===== src/rtl/mem_access_unit.sv =====
// MEM-stage load/store initiator for a word-addressed, byte-masked memory.
// Splits misaligned accesses into two beats, then merges and extends load data.
module mem_access_unit #(
  parameter int ADDR_W = 8,
  parameter int DWIDTH = 32
) (
  input  logic              m_clk,
  input  logic              m_rst,
  input  logic              req_valid,
  output logic              req_ready,
  input  logic              req_we,
  input  logic [1:0]        req_size,
  input  logic              req_unsigned,
  input  logic [31:0]       req_addr,
  input  logic [DWIDTH-1:0] req_wdata,
  output logic              resp_valid,
  output logic [DWIDTH-1:0] resp_rdata,
  output logic              resp_err,
  output logic              m_ce,
  output logic              m_wr_en,
  output logic [3:0]        m_mask,
  output logic [ADDR_W-1:0] m_addr,
  output logic [DWIDTH-1:0] m_store_data,
  input  logic [DWIDTH-1:0] m_load_data
);

  typedef enum logic {
    IDLE  = 1'b0,
    SPLIT = 1'b1
  } state_t;

  state_t state_q, state_d;

  logic [1:0]        size_q, size_d;
  logic              uns_q, uns_d;
  logic              we_q, we_d;
  logic [1:0]        off_q, off_d;
  logic [ADDR_W-1:0] w_q, w_d;
  logic [DWIDTH-1:0] wdata_q, wdata_d;
  logic [DWIDTH-1:0] lo_q, lo_d;

  logic              rv_q, rv_d;
  logic              err_q, err_d;
  logic [DWIDTH-1:0] rdata_q, rdata_d;

  logic              ready_c;
  logic              ce_c;
  logic              wr_c;
  logic [3:0]        mask_c;
  logic [ADDR_W-1:0] addr_c;
  logic [DWIDTH-1:0] sdata_c;

  logic [1:0]          off;
  logic [ADDR_W-1:0]   wa;
  logic [7:0]          wm;
  logic [7:0]          lat_wm;
  logic [5:0]          hi_sh;
  logic [2*DWIDTH-1:0] cat;

  logic unused_addr;
  assign unused_addr = ^req_addr[31:ADDR_W+2];

  function automatic logic [3:0] byte_mask(input logic [1:0] sz);
    unique case (sz)
      2'b00:   byte_mask = 4'b0001;
      2'b01:   byte_mask = 4'b0011;
      2'b10:   byte_mask = 4'b1111;
      default: byte_mask = 4'b0000;
    endcase
  endfunction

  function automatic logic [DWIDTH-1:0] ext(
    input logic [DWIDTH-1:0] raw,
    input logic [1:0]        sz,
    input logic              uns
  );
    unique case (sz)
      2'b00: ext = uns ? {{(DWIDTH-8){1'b0}}, raw[7:0]}
                       : {{(DWIDTH-8){raw[7]}}, raw[7:0]};
      2'b01: ext = uns ? {{(DWIDTH-16){1'b0}}, raw[15:0]}
                       : {{(DWIDTH-16){raw[15]}}, raw[15:0]};
      default: ext = raw;
    endcase
  endfunction

  assign off    = req_addr[1:0];
  assign wa     = req_addr[ADDR_W+1:2];
  assign wm     = {4'b0000, byte_mask(req_size)} << off;
  assign lat_wm = {4'b0000, byte_mask(size_q)} << off_q;
  assign hi_sh  = 6'd32 - {1'b0, off_q, 3'b000};
  assign cat    = {m_load_data, lo_q} >> {off_q, 3'b000};

  // Beat selection, split detection and response formation
  always_comb begin
    state_d = state_q;
    size_d  = size_q;
    uns_d   = uns_q;
    we_d    = we_q;
    off_d   = off_q;
    w_d     = w_q;
    wdata_d = wdata_q;
    lo_d    = lo_q;
    rv_d    = 1'b0;
    err_d   = 1'b0;
    rdata_d = rdata_q;
    ready_c = 1'b0;
    ce_c    = 1'b0;
    wr_c    = 1'b0;
    mask_c  = 4'b0000;
    addr_c  = '0;
    sdata_c = '0;
    unique case (state_q)
      IDLE: begin
        ready_c = 1'b1;
        if (req_valid) begin
          if (req_size == 2'b11) begin
            rv_d    = 1'b1;
            err_d   = 1'b1;
            rdata_d = '0;
          end else begin
            ce_c    = 1'b1;
            wr_c    = req_we;
            addr_c  = wa;
            mask_c  = wm[3:0];
            sdata_c = req_wdata << {off, 3'b000};
            if (wm[7:4] == 4'b0000) begin
              rv_d    = 1'b1;
              rdata_d = req_we ? '0
                      : ext(m_load_data >> {off, 3'b000},
                            req_size, req_unsigned);
            end else begin
              lo_d    = m_load_data;
              size_d  = req_size;
              uns_d   = req_unsigned;
              we_d    = req_we;
              off_d   = off;
              w_d     = wa;
              wdata_d = req_wdata;
              state_d = SPLIT;
            end
          end
        end
      end
      SPLIT: begin
        ce_c    = 1'b1;
        wr_c    = we_q;
        addr_c  = w_q + 1'b1;
        mask_c  = lat_wm[7:4];
        sdata_c = wdata_q >> hi_sh;
        rv_d    = 1'b1;
        rdata_d = we_q ? '0 : ext(cat[DWIDTH-1:0], size_q, uns_q);
        state_d = IDLE;
      end
      default: state_d = IDLE;
    endcase
  end

  // State, latched request and registered response
  always_ff @(posedge m_clk or negedge m_rst) begin
    if (!m_rst) begin
      state_q <= IDLE;
      size_q  <= '0;
      uns_q   <= 1'b0;
      we_q    <= 1'b0;
      off_q   <= '0;
      w_q     <= '0;
      wdata_q <= '0;
      lo_q    <= '0;
      rv_q    <= 1'b0;
      err_q   <= 1'b0;
      rdata_q <= '0;
    end else begin
      state_q <= state_d;
      size_q  <= size_d;
      uns_q   <= uns_d;
      we_q    <= we_d;
      off_q   <= off_d;
      w_q     <= w_d;
      wdata_q <= wdata_d;
      lo_q    <= lo_d;
      rv_q    <= rv_d;
      err_q   <= err_d;
      rdata_q <= rdata_d;
    end
  end

  assign req_ready    = ready_c;
  assign resp_valid   = rv_q;
  assign resp_err     = err_q;
  assign resp_rdata   = rdata_q;
  assign m_ce         = m_rst & ce_c;
  assign m_wr_en      = m_rst & wr_c;
  assign m_mask       = m_rst ? mask_c : 4'b0000;
  assign m_addr       = m_rst ? addr_c : '0;
  assign m_store_data = m_rst ? sdata_c : '0;

endmodule


===== config.mk =====
export PLATFORM = sky130hd
export DESIGN_NAME = mem_access_unit
export DESIGN_NICKNAME = d
export VERILOG_FILES = /design/src/rtl/mem_access_unit.sv
export SDC_FILE = /design/constraint.sdc
export NUM_CORES = 1
export LEC_CHECK = 0
export ABC_AREA = 1
export BUFFER_PORTS_ARGS = -buffer_cell sky130_fd_sc_hd__buf_2
export CAP_MARGIN = 20
export CORE_ASPECT_RATIO = 0.75
export CORE_MARGIN = 2
export CORE_UTILIZATION = 35
export DETAILED_ROUTE_END_ITERATION = 8
export MAX_ROUTING_LAYER = met4
export PLACE_DENSITY = 0.55
export SLEW_MARGIN = 40
export SYNTH_ARGS = -nofsm -noshare
export SYNTH_HDL_FRONTEND = slang
export SYNTH_SLANG_ARGS = --single-unit

===== constraint.sdc =====
create_clock -name m_clk -period 3.5 [get_ports m_clk]
set_input_delay 0 -clock m_clk [delete_from_list [all_inputs] [get_ports m_clk]]
set_output_delay 0 -clock m_clk [all_outputs]
set_load 0.02 [all_outputs]

==> metrics, run 1 <==
Cells after Synth=1330; cell area after synthesis=8300 um^2; nets=approximately 1.6k; CP Launch Type=flip-flop; worst setup margin=376 ps; Yosys reg bits=around 110; Initial Util=0.358; synthesis-to-layout area growth=27.6%; Seq/Total Area, Yosys=0.341; first-pass GRT wire length=a little under 50 mm; number of flops mapped to enable cells by yosys=0; fraction of layout cells with a size suffix above 1=0.155; endpoints failing setup=0; initial DRC count=989; Critical Path Fanout Max=18; pre-CTS setup slack=861 ps; routed vias/inst=5.18; pwr/cell area=540 nW/um^2; critical path class=reg2out; yosys warns=0; max-cap violations=0; I/O Buffers=161; Cell Rows=48; Die Span Y=~140 um; initial antenna violation count=0; cell with the most instances after synthesis=nand2_1; Yosys top cell by area=dfrtp_1; clock power share=0.313; die area=25000 um^2; Critical Path RT=3500 ps; grt ovf=0; Distinct cells, synth=35; RePlAce Congestion=0.873; Internal Pwr Total=3.37 mW; CTS buffer count=17; Detailed Place HPWL=20.2 mm; register share of total power=0.314; Final Skew=roughly 15 ps; fraction of registers with async set or reset after synthesis=1.00; fin crit share=0.892; Sum Neg Setup Slack=0 ps; DIE WIDTH=182 um; Net Switching=2.35 mW; Clock H-tree levels=4; Mapped Nets=between 1k and 1.5k; crit path capture type=output port; Post-CTS Setup Repair Bufs=0; DR pass1 iterations=6; Leakage=roughly 5.7 nW; share of the synthesized area in the top cell type=0.341; Top-Level Pins=approximately 180; clk_lat worst skew=430 ps; Total GRT Usage=0.261; Fmax=320 MHz; RSZ-0062 raised after global routing=no; via count=between 9k and 10k; vias in the first global route=approximately 9k; arrival time worst endpoint=3120 ps; commonest cells in the netlist=617 x nand2_1, 142 x nand3_1, 119 x o21ai_0, 113 x dfrtp_1, 88 x inv_1; Avg Cell Area, Syn=6.24 um^2; status=complete, no violations; # diodes=0; Slew headroom=0.442; Tightest Hold Check Type=in2async; CTS root buffer=clkbuf_16; TritonCTS clock tree=yes; largest cells by area after synthesis=dfrtp_1 34%, nand2_1 28%, nand3_1 8.6%; combinational share of power=0.373; minimum clock period=between 3000 and 4000 ps; CTS max path bufs=2; routed wire length per instance=17.0 um; Sw Share=0.411; Worst IR Drop VDD=0.370 mV; Core ar.=23200 um^2; clock-pin slew on the worst setup and hold paths=60 ps; drt drc=0; Worst-Margin Slew=about 840 ps; clk sinks=around 110; largest net degree at the start of global routing=79; Detail Route Antenna Nets=0; Hold Violations, Final=0; fin util=0.457; fin. max-slew vios=0; Top FF cell, synth=dfrtp_1; total wire length=31.3 mm
==> cell families after synthesis <==
family                   synth area share
multiplexers                      0.00844
AO/OA/AOI/OAI                       0.141
buffers and inverters              0.0969
AND/OR/NAND/NOR                     0.399
adder cells (fa/ha/maj)            0.0136
XOR/XNOR                          0.00105
flip-flops                          0.341
==> worst paths after layout <==
path	startpoint	cells after the start	slack (ps)	to
hold / removal	m_rst	3	230	w_q[3]$_DFFE_PN0P_
max in group asynchronous	m_rst	4	2100	off_q[0]$_DFFE_PN0P_
hold reg to reg	resp_rdata[20]$_DFFE_PN0P_	2	470	resp_rdata[20]$_DFFE_PN0P_
min in group m_clk	req_addr[1]	5	320	resp_rdata[2]$_DFFE_PN0P_
setup / recovery	off_q[0]$_DFFE_PN0P_	9	380	m_store_data[19]
setup reg to reg	off_q[0]$_DFFE_PN0P_	10	1130	resp_rdata[16]$_DFFE_PN0P_
==> cells in the final DEF, fill, tap and decap left out, types with 2 or more instances in the layout <==
| cell | netlist | layout |
|---|---|---|
| a211oi_1 | 4 | 4 |
| a31oi_1 | 2 | 2 |
| nand2_1 | 617 | 617 |
| nand4_1 | 6 | 6 |
| dfrtp_1 | 113 | 112 |
| o21ai_0 | 119 | 119 |
| nand3_2 | 4 | 3 |
| clkinv_4 | 0 | 4 |
| buf_4 | 12 | 19 |
| inv_2 | 7 | 7 |
| clkinvlp_4 | 0 | 2 |
| or2_2 | 2 | 2 |
| nor2_2 | 3 | 3 |
| inv_6 | 0 | 4 |
| clkbuf_16 | 0 | 17 |
| nor2_1 | 23 | 23 |
| nand2_2 | 2 | 2 |
| buf_2 | 43 | 160 |
| o221ai_1 | 7 | 7 |
| bufinv_16 | 0 | 2 |
| buf_6 | 4 | 2 |
| o21ai_1 | 11 | 11 |
| a21oi_1 | 56 | 56 |
| ha_1 | 9 | 9 |
| mux2i_1 | 7 | 7 |
| nor2_4 | 2 | 2 |
| dlygate4sd3_1 | 0 | 78 |
| clkinv_1 | 3 | 3 |
| inv_1 | 88 | 88 |
| o211ai_1 | 11 | 11 |
| nand3_1 | 142 | 142 |
| clkinv_2 | 0 | 2 |
| nand3_4 | 2 | 3 |
| a22oi_1 | 2 | 2 |
==> critical path: stages, from the launching register on <==
cell,delay [ps]
dfrtp_2,370
inv_2,40
ha_1,260
buf_4,230
clkinv_1,540
nand3_1,710
o21ai_0,240
nand2_1,120
inv_1,40
buf_2,150
==> repair_timing <==
item,4_1_cts,5_1_grt
hold endpoints to repair,142,0
endpoints found under the setup margin,0,0
gates resized for setup,0,0
hold buffers,78,0
==> final cells by class <==
type,count,area [um^2]
Fill cell,2485,12600
Multi-Input combinational cell,1037,4680
Sequential cell,113,2830
Timing Repair Buffer,259,1750
Clock buffer,18,439
Tap cell,300,375
Inverter,98,368
Clock inverter,14,155
==> sequential cells by signal (all words and copies together), names as in the netlist <==
| name | count |
|---|---|
| lo_q | 32 |
| off_q | 2 |
| resp_err | 1 |
| resp_rdata | 32 |
| resp_valid | 1 |
| size_q | 2 |
| state_q | 1 |
| uns_q | 1 |
| w_q | 8 |
| wdata_q | 32 |
| we_q | 1 |
==> power by group through the flow <==
stage | Combinational (mW) | Sequential [mW] | Clock, mW
5_1_grt | 2.40 | 1.83 | 1.87
3_3_place_gp | 2.02 | 1.81 | 0
6_report | 2.13 | 1.80 | 1.79
2_1_floorplan | 1.40 | 1.84 | 0
3_5_place_dp | 2.04 | 1.81 | 0
4_1_cts | 2.11 | 1.79 | 1.82
==> layer usage <==
layer / track usage / wire, um
met1: 0.368 / 14900
met2: 0.383 / 13500
met3: 0.0489 / 2440
met4: 0.0730 / 404
met5: - / 0
==> stage by stage <==
stage	cells	cell area (um^2)	total power [mW]	hold WS, ps
CTS	1839	10600	5.72	260
global placement	1729	9210	3.83	217
finish	1839	10600	5.72	233
global route	1839	10600	6.11	316
detailed placement	1729	9210	3.85	166
floorplan	1330	8300	3.24	-296
(Power assumes the default switching activity.)
==> run 2: changes to the inputs <==
Settings changed: GPL_TIMING_DRIVEN set to 1.
Clock period 3.5 ns to 3.45 ns, I/O delays scaled along.
==> metrics, run 2 (synthesis results as in run 1) <==
status=complete, no violations; commonest non-fill, non-tap cell in the layout=nand2_1; pwr/cell area=544 nW/um^2; drt drc=0; grt ovf=0; # diodes=0; max-cap violations=0; RePlAce Congestion=0.863; DR pass1 iterations=7; DIE WIDTH=182 um; largest net degree at the start of global routing=roughly 120; Worst-Margin Slew=roughly 830 ps; Worst IR Drop VDD=0.360 mV; critical path class=reg2out; Hold Violations, Final=0; crit path capture type=output port; I/O Buffers=161; total chip power=about 5.8 mW; Final Skew=14.8 ps; routed wire length per instance=16.9 um; Sum Neg Setup Slack=0 ps; crit path max-delay cell type=nand3_1; fraction of layout cells with a size suffix above 1=0.155; worst setup margin=between 300 and 400 ps; CP most frequent cell=inv_1; die area=25000 um^2; Critical Path Fanout Max=18; # placed instances=between 1.5k and 2k; Core ar.=23200 um^2; clock-pin slew on the worst setup and hold paths=60 ps; pre-CTS setup slack=922 ps; Initial Util=0.358; CP top delay family=simple AND/OR/NAND/NOR gates; initial antenna violation count=0; TritonCTS clock tree=yes; vias in the first global route=roughly 8.7k; RSZ-0062 raised after global routing=no; clk sinks=between 100 and 150; area of the multi-input gates=4680 um^2; first-pass GRT wire length=49.3 mm; via count=9565; worst path cell trace=inv_1, ha_1, clkinv_1, buf_4, nand3_1, o21ai_0, nand2_1, inv_1, buf_2; Top-Level Pins=184; CTS max path bufs=2; Clock H-tree levels=4; CP Launch Type=flip-flop; fin crit share=0.888; Total GRT Usage=0.260; slowest stage delay, CP=570 ps; Fmax=326 MHz; FF-to-FF path depth=6; Post-CTS Setup Repair Bufs=0; fin. max-slew vios=0; clk_lat worst skew=between 400 and 500 ps; routed vias/inst=between 5 and 6; CTS root buffer=clkbuf_16; CP bufs+invs=5; Slew headroom=0.441; nets=approximately 1.6k; Critical Path RT=~3500 ps; worst r2r src=state_q$_DFF_PN0_; Reg2Reg Capture Point=w_q[0]$_DFFE_PN0P_; Post-DP Area=9250 um^2; CP startpoint=off_q[1]$_DFFE_PN0P_; most frequent cells in the layout=617 x nand2_1, 160 x buf_2, 142 x nand3_1; Leakage=5.72 nW; CTS buffer count=17; FF+latch area=2830 um^2; Design Area, Final=approximately 11000 um^2; Tightest Hold Check Type=in2async; Cell Rows=48; total wire length=31.2 mm; Detailed Place HPWL=20.5 mm; arrival time worst endpoint=3060 ps; synthesis-to-layout area growth=28.1%; Die Span Y=between 100 and 150 um; minimum clock period=3060 ps; Detail Route Antenna Nets=0; initial DRC count=923; endpoints failing setup=0; Worst R2R Setup Slack=around 1100 ps; Layout Cells excl Fill=1840; # fillers=2449
[run 2: cell count changes in the layout (fill, tap and decap cells not counted), moves of 3 or more]
cell,delta
buf_12,+4
clkinv_4,-3
clkinvlp_4,+4
inv_6,-3
buf_4,-3
[run 2: per-layer routing]
layer | share of wire | up-vias | wire length (um) | global-route usage
met2 | 0.43 | 423 | 13300 | 0.373
met3 | 0.080 | 33 | 2480 | 0.0439
li1 | - | 4668 | - | -
met4 | 0.014 | 0 | 433 | 0.0726
met5 | 0 | - | 0 | -
met1 | 0.48 | 4441 | 15000 | 0.376
[run 2: worst max-delay path by stage]
stage,end,slack [ps],depth (start not counted)
global route,m_store_data[19],190,9
finish,m_store_data[19],390,9
floorplan,m_store_data[5],1210,11
detailed placement,m_store_data[16],920,9
global placement,m_store_data[17],920,9
CTS,m_store_data[16],460,9
[run 2: worst min-delay path, stage by stage]
cell and delay (ps):
dlygate4sd3_1 530, buf_4 110, buf_4 390
[run 2: final cells by class]
class	instances	area share
clock buffers	19	0.0416
multi-input cells	1037	0.440
flip-flops and latches	113	0.266
repair buffers	260	0.170
inverters	98	0.0346
clock inverters	13	0.0129
well taps	300	0.0353
[run 2: repair_timing]
| action | 4_1_cts | 5_1_grt |
|---|---|---|
| resized for setup | 0 | 0 |
| setup endpoints to repair | 0 | 0 |
| hold buffers | 78 | 0 |
| endpoints found under the hold margin | 108 | 0 |
[run 2: per-stage QoR]
stage          utilization  hold WS, ps
2_1_floorplan            -         -296
3_3_place_gp         0.398          217
3_5_place_dp         0.399         81.4
4_1_cts              0.458          190
5_1_grt              0.459          242
6_report             0.459          181
[run 2: report_power, final]
| part | leakage, nW | switching [mW] | internal [mW] |
|---|---|---|---|
| Clock | 0.267 | 0.690 | 1.08 |
| Sequential | 1.44 | 0.212 | 1.61 |
| Combinational | 4.02 | 1.46 | 0.728 |
==> run 3: changes to the inputs <==
Settings changed: CORE_UTILIZATION 35 to 47, CTS_BUF_LIST set to sky130_fd_sc_hd__clkbuf_8 sky130_fd_sc_hd__clkbuf_16, PLACE_DENSITY 0.55 to 0.7, SLEW_MARGIN 40 to 25.
==> metrics, run 3 (synthesis results as in run 1) <==
status=complete, no violations; pwr/cell area=approximately 560 nW/um^2; Slew headroom=0.407; routed vias/inst=approximately 5.4; commonest non-fill, non-tap cell in the layout=nand2_1; largest net degree at the start of global routing=122; Worst IR Drop VDD=0.340 mV; Detailed Place HPWL=19.1 mm; DIE WIDTH=approximately 160 um; nets=1636; die area=18800 um^2; Initial Util=0.475; critical path class=reg2out; first-pass GRT wire length=between 40 and 50 mm; arrival time worst endpoint=3160 ps; DR pass1 iterations=6; CP bufs+invs=4; Worst R2R Setup Slack=~1100 ps; most frequent cells in the layout=617 x nand2_1, 160 x buf_2, 141 x nand3_1; CTS max path bufs=2; initial DRC count=about 1.0k; via count=9676; RSZ-0062 raised after global routing=no; Design Area, Final=10600 um^2; # fillers=~1.7k; grt ovf=0; fin. max-slew vios=0; CTS buffer count=17; max-cap violations=0; Post-CTS Setup Repair Bufs=0; worst path cell trace=inv_2, ha_1, clkinv_1, nand3_2, o21ai_0, nand2_1, inv_1, buf_2; Sum Neg Setup Slack=0 ps; drt drc=0; Cell Rows=42; Detail Route Antenna Nets=0; TritonCTS clock tree=yes; routed wire length per instance=16.7 um; Total GRT Usage=0.332; CTS root buffer=clkbuf_16; fin crit share=0.916; clk_lat worst skew=430 ps; total wire length=slightly below 30 mm; pre-CTS setup slack=roughly 550 ps; Clock H-tree levels=4; clk sinks=113; Hold Violations, Final=0; Final Skew=between 10 and 15 ps; Fmax=316 MHz; fraction of layout cells with a size suffix above 1=0.154; worst setup margin=just under 300 ps; RePlAce Congestion=0.947; slowest stage delay, CP=680 ps; Post-DP Area=9150 um^2; crit path capture type=output port; Critical Path Fanout Max=18; Core ar.=17500 um^2; CP Launch Type=flip-flop; endpoints failing setup=0; vias in the first global route=9217; I/O Buffers=161; Worst-Margin Slew=889 ps; clock-pin slew on the worst setup and hold paths=approximately 50 ps; initial antenna violation count=1; CP top delay family=buffers and inverters; synthesis-to-layout area growth=27.3%; Die Span Y=119 um; Top-Level Pins=184; Critical Path RT=3450 ps; minimum clock period=3160 ps; total chip power=5.92 mW; Tightest Hold Check Type=in2async; crit path max-delay cell type=clkinv_1; Leakage=5.74 nW
run 3: metrics by stage:
step	utilization	cells	hold WS [ps]
after floorplan	-	1330	-296
after global placement	0.523	1669	190
after detailed placement	0.523	1669	203
after CTS	0.604	1779	266
after global routing	0.604	1780	318
final	0.604	1780	265
run 3: layer usage:
layer	track usage	vias to the layer above	share of wire
met3	0.0917	50	0.11
met5	-	-	0
met4	0.0949	0	0.017
met1	0.455	4409	0.44
li1	-	4672	-
met2	0.481	545	0.43
run 3: area by class of cell:
| cell class | instances | area, um^2 | share of cell area |
|---|---|---|---|
| multi-input cells | 1037 | 4680 | 0.443 |
| flip-flops and latches | 113 | 2830 | 0.268 |
| repair buffers | 257 | 1750 | 0.165 |
| clock buffers | 19 | 453 | 0.0428 |
| inverters | 98 | 368 | 0.0348 |
| well taps | 242 | 303 | 0.0286 |
| clock inverters | 13 | 186 | 0.0176 |
| diodes | 1 | 2.50 | 0.000237 |
run 3: power by group:
part	switching, mW	internal (mW)	total (mW)
combinational	1.46	0.710	2.17
clock	0.674	1.25	1.92
sequential	0.219	1.61	1.83
run 3: final timing paths:
| kind | startpoint | endpoint | depth (start not counted) |
|---|---|---|---|
| min reg2reg | resp_rdata[2]$_DFFE_PN0P_ | resp_rdata[2]$_DFFE_PN0P_ | 2 |
| max in group asynchronous | m_rst | off_q[0]$_DFFE_PN0P_ | 3 |
| max | off_q[0]$_DFFE_PN0P_ | m_store_data[19] | 8 |
| min in group m_clk | req_addr[1] | resp_rdata[2]$_DFFE_PN0P_ | 5 |
| min | m_rst | w_q[4]$_DFFE_PN0P_ | 3 |
| max reg2reg | off_q[0]$_DFFE_PN0P_ | resp_rdata[21]$_DFFE_PN0P_ | 10 |
run 3: what timing repair did:
item / in CTS / in global routing
endpoints found under the setup margin: 0 / 16
hold buffers: 78 / 0
endpoints found under the hold margin: 190 / 0
resized for setup: 0 / 1
run 3: worst reg2reg max path, delay by kind of cell, from the launching register on:
family / cells / cell delay, ps
flip-flops: 1 / 410
AND/OR/NAND/NOR: 8 / 1150
buffers and inverters: 2 / 720
